--- src/rtl/yj_sync_fifo.sv ---
// Single-clock parametrised FIFO with count, almost-full/empty thresholds and sticky error flags.
// Define YJ_SYNC_FIFO_FWFT_EN for first-word-fall-through reads; default is a 1-cycle registered read.
module yj_sync_fifo #(
  parameter int unsigned DW     = 32,
  parameter int unsigned AW     = 3,
  parameter int unsigned AF_LVL = 6,
  parameter int unsigned AE_LVL = 1
) (
  input  logic          CLK,
  input  logic          RST,
  input  logic          wr_en,
  input  logic [DW-1:0] wr_data,
  input  logic          rd_en,
  output logic [DW-1:0] rd_data,
  output logic          rd_valid,
  output logic          full,
  output logic          empty,
  output logic          almost_full,
  output logic          almost_empty,
  output logic [AW:0]   count,
  output logic          overflow,
  output logic          underflow,
  input  logic          clr_err
);

  localparam int unsigned Depth    = 2 ** AW;
  localparam logic [AW:0] DepthCnt = (AW + 1)'(Depth);
  localparam logic [AW:0] AfLvl    = (AW + 1)'(AF_LVL);
  localparam logic [AW:0] AeLvl    = (AW + 1)'(AE_LVL);

  logic [DW-1:0] mem_q [Depth];
  logic [AW:0]   wr_ptr_q, rd_ptr_q, count_q, count_d;
  logic          full_q, empty_q, almost_full_q, almost_empty_q;
  logic          overflow_q, overflow_d, underflow_q, underflow_d;
  logic          wa, ra;

  always_comb begin
    wa      = wr_en & ~full_q;
    ra      = rd_en & ~empty_q;
    count_d = count_q + {{AW{1'b0}}, wa} - {{AW{1'b0}}, ra};
    // A new error in the same cycle as clr_err keeps the flag set.
    overflow_d  = (overflow_q & ~clr_err) | (wr_en & full_q);
    underflow_d = (underflow_q & ~clr_err) | (rd_en & empty_q);
  end

  always_ff @(posedge CLK) begin
    if (RST) begin
      wr_ptr_q       <= '0;
      rd_ptr_q       <= '0;
      count_q        <= '0;
      full_q         <= 1'b0;
      empty_q        <= 1'b1;
      almost_full_q  <= 1'b0;
      almost_empty_q <= 1'b1;
      overflow_q     <= 1'b0;
      underflow_q    <= 1'b0;
    end else begin
      if (wa) wr_ptr_q <= wr_ptr_q + 1'b1;
      if (ra) rd_ptr_q <= rd_ptr_q + 1'b1;
      count_q        <= count_d;
      full_q         <= (count_d == DepthCnt);
      empty_q        <= (count_d == '0);
      almost_full_q  <= (count_d >= AfLvl);
      almost_empty_q <= (count_d <= AeLvl);
      overflow_q     <= overflow_d;
      underflow_q    <= underflow_d;
    end
  end

  // Storage is deliberately not reset.
  always_ff @(posedge CLK) begin
    if (wa) mem_q[wr_ptr_q[AW-1:0]] <= wr_data;
  end

`ifdef YJ_SYNC_FIFO_FWFT_EN
  assign rd_data  = mem_q[rd_ptr_q[AW-1:0]];
  assign rd_valid = ~empty_q;
`else
  logic [DW-1:0] rd_data_q;
  logic          rd_valid_q;

  always_ff @(posedge CLK) begin
    if (RST) begin
      rd_data_q  <= '0;
      rd_valid_q <= 1'b0;
    end else begin
      rd_valid_q <= ra;
      if (ra) rd_data_q <= mem_q[rd_ptr_q[AW-1:0]];
    end
  end

  assign rd_data  = rd_data_q;
  assign rd_valid = rd_valid_q;
`endif

  assign full         = full_q;
  assign empty        = empty_q;
  assign almost_full  = almost_full_q;
  assign almost_empty = almost_empty_q;
  assign count        = count_q;
  assign overflow     = overflow_q;
  assign underflow    = underflow_q;

endmodule

--- config.mk ---
export PLATFORM = sky130hd
export DESIGN_NAME = yj_sync_fifo
export DESIGN_NICKNAME = d
export VERILOG_FILES = /design/src/rtl/yj_sync_fifo.sv
export SDC_FILE = /design/constraint.sdc
export NUM_CORES = 1
export LEC_CHECK = 0
export CAP_MARGIN = 40
export CORE_ASPECT_RATIO = 1.25
export CORE_MARGIN = 10
export CORE_UTILIZATION = 50
export DETAILED_ROUTE_END_ITERATION = 10
export DONT_BUFFER_PORTS = 1
export PLACE_DENSITY_LB_ADDON = 0.08
export SLEW_MARGIN = 10
export SYNTH_ARGS = -nofsm -noshare
export SYNTH_HDL_FRONTEND = slang
export SYNTH_SLANG_ARGS = --single-unit
export TNS_END_PERCENT = 100
--- constraint.sdc ---
create_clock -name CLK -period 6.4 [get_ports CLK]
set_clock_uncertainty 0.15 [all_clocks]
set_input_delay 1.28 -clock CLK [delete_from_list [all_inputs] [get_ports CLK]]
set_output_delay 1.28 -clock CLK [all_outputs]
set_load 0.005 [all_outputs]
==> metrics.txt <==
status=complete, no violations; Top Ports=80; reg2reg path depth=10; WHS Path Cells=2; Rows=62; Skew-Pair Late Insertion Delay=0.55 ns; RSZ-0062 raised after global routing=false; crit path time final=3.00 ns; Yosys cell types=30; Post-CTS Setup Inserts=0; clk buf depth=3; top cell type by total area after synthesis=edfxtp_1; hold_buf cts=0; register-to-register setup slack=between 3 and 4 ns; largest net degree at the start of global routing=50; LEAKAGE=4.25 nW; routed wire length=23.4 mm; CTS Buf Count=30; Max-slew headroom=47.2%; TritonCTS Sinks=305; synth-to-layout area growth=11.9%; Reg clk slew, reported paths=roughly 0.060 ns; Core ar.=approximately 23000 sq um; asr flop ratio synth=0%; Least-Margin Pin Slew=0.792 ns; DRC viols=0; Critical Path RT=~6.7 ns; Fmax=333 MHz; number of synthesized flops with an enable pin=roughly 260; DRT Pass-1 Iters=4; CTS Root Cell=clkbuf_16; DRT iter0 DRCs=262; max-cap violations=0; count of final hold-check violations=0; post-route ant nets=0; GRT Total Usage=15.6%; post-synthesis area per instance=roughly 17 sq um; DP HPWL=between 10 and 15 mm; I/O Buffers=0; Die X=roughly 160 um; ANT cells=0; peak fanout along the critical path=18; sequential fraction of the synthesis area=73.5%; Pwr Density=between 300 and 400 nW/um^2; Hold WC Path Type=flop to flop; final slew viol count=0; global-route wire length before repair=36.3 mm; fin crit share=around 47%; critical path endpoint category=flop; Post-synth top flop=edfxtp_1; Die Ht=192 um; Final #Nets=761; DR vias=between 5000 and 6000; launch point of the worst reg-to-reg path=empty; Post-Route Setup TNS=0 ns; Worst Setup SP=rd_en; synth warn=0; ranking of synthesized cells by area=edfxtp_1, mux2i_1, dfxtp_1, a22oi_1, nor3_2; Via-to-Cell Ratio=5.62; Initial Utilization=51.0%; WS Path Type=input port to flop; htree depth=1; RD Place Congestion=0.735; grt ovf=0; WL/cell=~23 um; VDD IR max=259 uV; layout cells sized above 1=15.8%; CTS tree=done; Post-Synthesis Cell Area=11800 sq um; CP Launch Type=input port; Filler cells=1795; CP endpoint=almost_full; Finish-stage setup viols=0; Reg-to-Reg End=almost_full; Yosys reg bits=between 300 and 400; Synth Instances=706; PostCTS Resize Cnt=0; die area=a little over 30000 sq um; Yosys top cell area share=65.2%; syn_nets=750; number of global-route vias before repair=6112; initial antenna violation count=0; WHS=0.350 ns; WP data arrival=~3.3 ns
[report_power, final]
group          switching [mW]  internal (mW)
logic                   0.450          0.329
clock network           0.718           1.13
registers               0.114           2.34
[cells in the final DEF (no fill, tap or decap), types with 2 or more instances in the layout]
cell type     n
edfxtp_1    256
mux2i_1     128
a22oi_1      66
dfxtp_1      48
nor2_1       42
a21oi_1      37
nor3_2       34
clkbuf_16    31
buf_4        13
nand2_1      10
clkinv_2      9
inv_1         7
nor2_4        6
ha_1          6
bufinv_16     6
clkbuf_1      6
xor2_1        4
clkinvlp_4    4
nand2b_1      3
buf_12        3
buf_16        3
nor2b_1       2
nor2b_2       2
xnor2_1       2
a21o_1        2
[routing by layer]
| layer | GRT usage (%) | routed length (um) | up-vias |
|---|---|---|---|
| li1 | - | - | 2738 |
| met1 | 18.5 | 9540 | 2905 |
| met2 | 27.8 | 12200 | 103 |
| met3 | 3.58 | 1250 | 35 |
| met4 | 3.82 | 379 | 0 |
| met5 | 0 | 0 | - |
[flip-flops by register name, indices dropped and copies added, names as in the netlist, 3 cells and up]
register and count:
rd_ptr_q 3, wr_ptr_q 3, count 4, rd_data 32
mem_q 256
[how the worst min path moves through the flow]
stage,start,end,slack (ns)
detailed placement,wr_ptr_q[0],wr_ptr_q[0],0.34
global route,wr_ptr_q[0],wr_ptr_q[0],0.39
global placement,wr_ptr_q[0],wr_ptr_q[0],0.34
finish,wr_ptr_q[0],wr_ptr_q[0],0.35
floorplan,wr_ptr_q[0],wr_ptr_q[0],0.31
CTS,wr_ptr_q[0],wr_ptr_q[0],0.34
[cells by family (layout without fill, tap and decap cells)]
kind of cell	after synthesis	count (layout)	synth area share [%]
AO/OA/AOI/OAI	106	106	5.97
XOR/XNOR	6	6	0.445
adder cells (fa/ha/maj)	7	7	0.806
buffers and inverters	50	85	3.17
flip-flops	305	305	73.5
multiplexers	128	128	10.9
AND/OR/NAND/NOR	104	104	5.26
[stage by stage]
step	util [%]	total power, mW	setup WS [ns]	cells	cell area [sq um]
after detailed placement	52.6	3.29	2.79	973	12100
after global routing	57.1	5.31	3.24	1029	13200
final	57.1	5.08	3.40	1029	13200
after global placement	51.8	3.24	2.55	965	12000
after floorplan	-	3.15	1.89	706	11800
after CTS	57.1	5.13	3.36	1029	13200
[cell usage after synthesis, types with 3 or more instances]
library cell,number
nor2_1,49
xor2_1,4
buf_6,4
inv_1,7
clkbuf_1,13
a21oi_1,37
dfxtp_1,49
nor2b_1,4
edfxtp_1,256
buf_12,6
nand2_1,10
nand2b_1,4
buf_8,3
a22oi_1,66
nor3_2,32
buf_2,13
mux2i_1,128
ha_1,6
[area by class of cell]
type	count	area, sq um	area share, %
multi-input cells	351	2820	21.4
clock inverters	19	254	1.92
flip-flops and latches	305	8670	65.7
clock buffers	37	798	6.05
inverters	8	31.3	0.237
well taps	288	360	2.73
repair buffers	21	267	2.02
[critical path, stage by stage]
cell and delay [ns]:
nand2b_2 0.38, clkinv_2 0.12, ha_1 0.29, inv_1 0.06
ha_1 0.15, inv_1 0.05, fa_1 0.37, xor2_1 0.20
or2_2 0.30, a21oi_1 0.13
(Power assumes the default switching activity.)
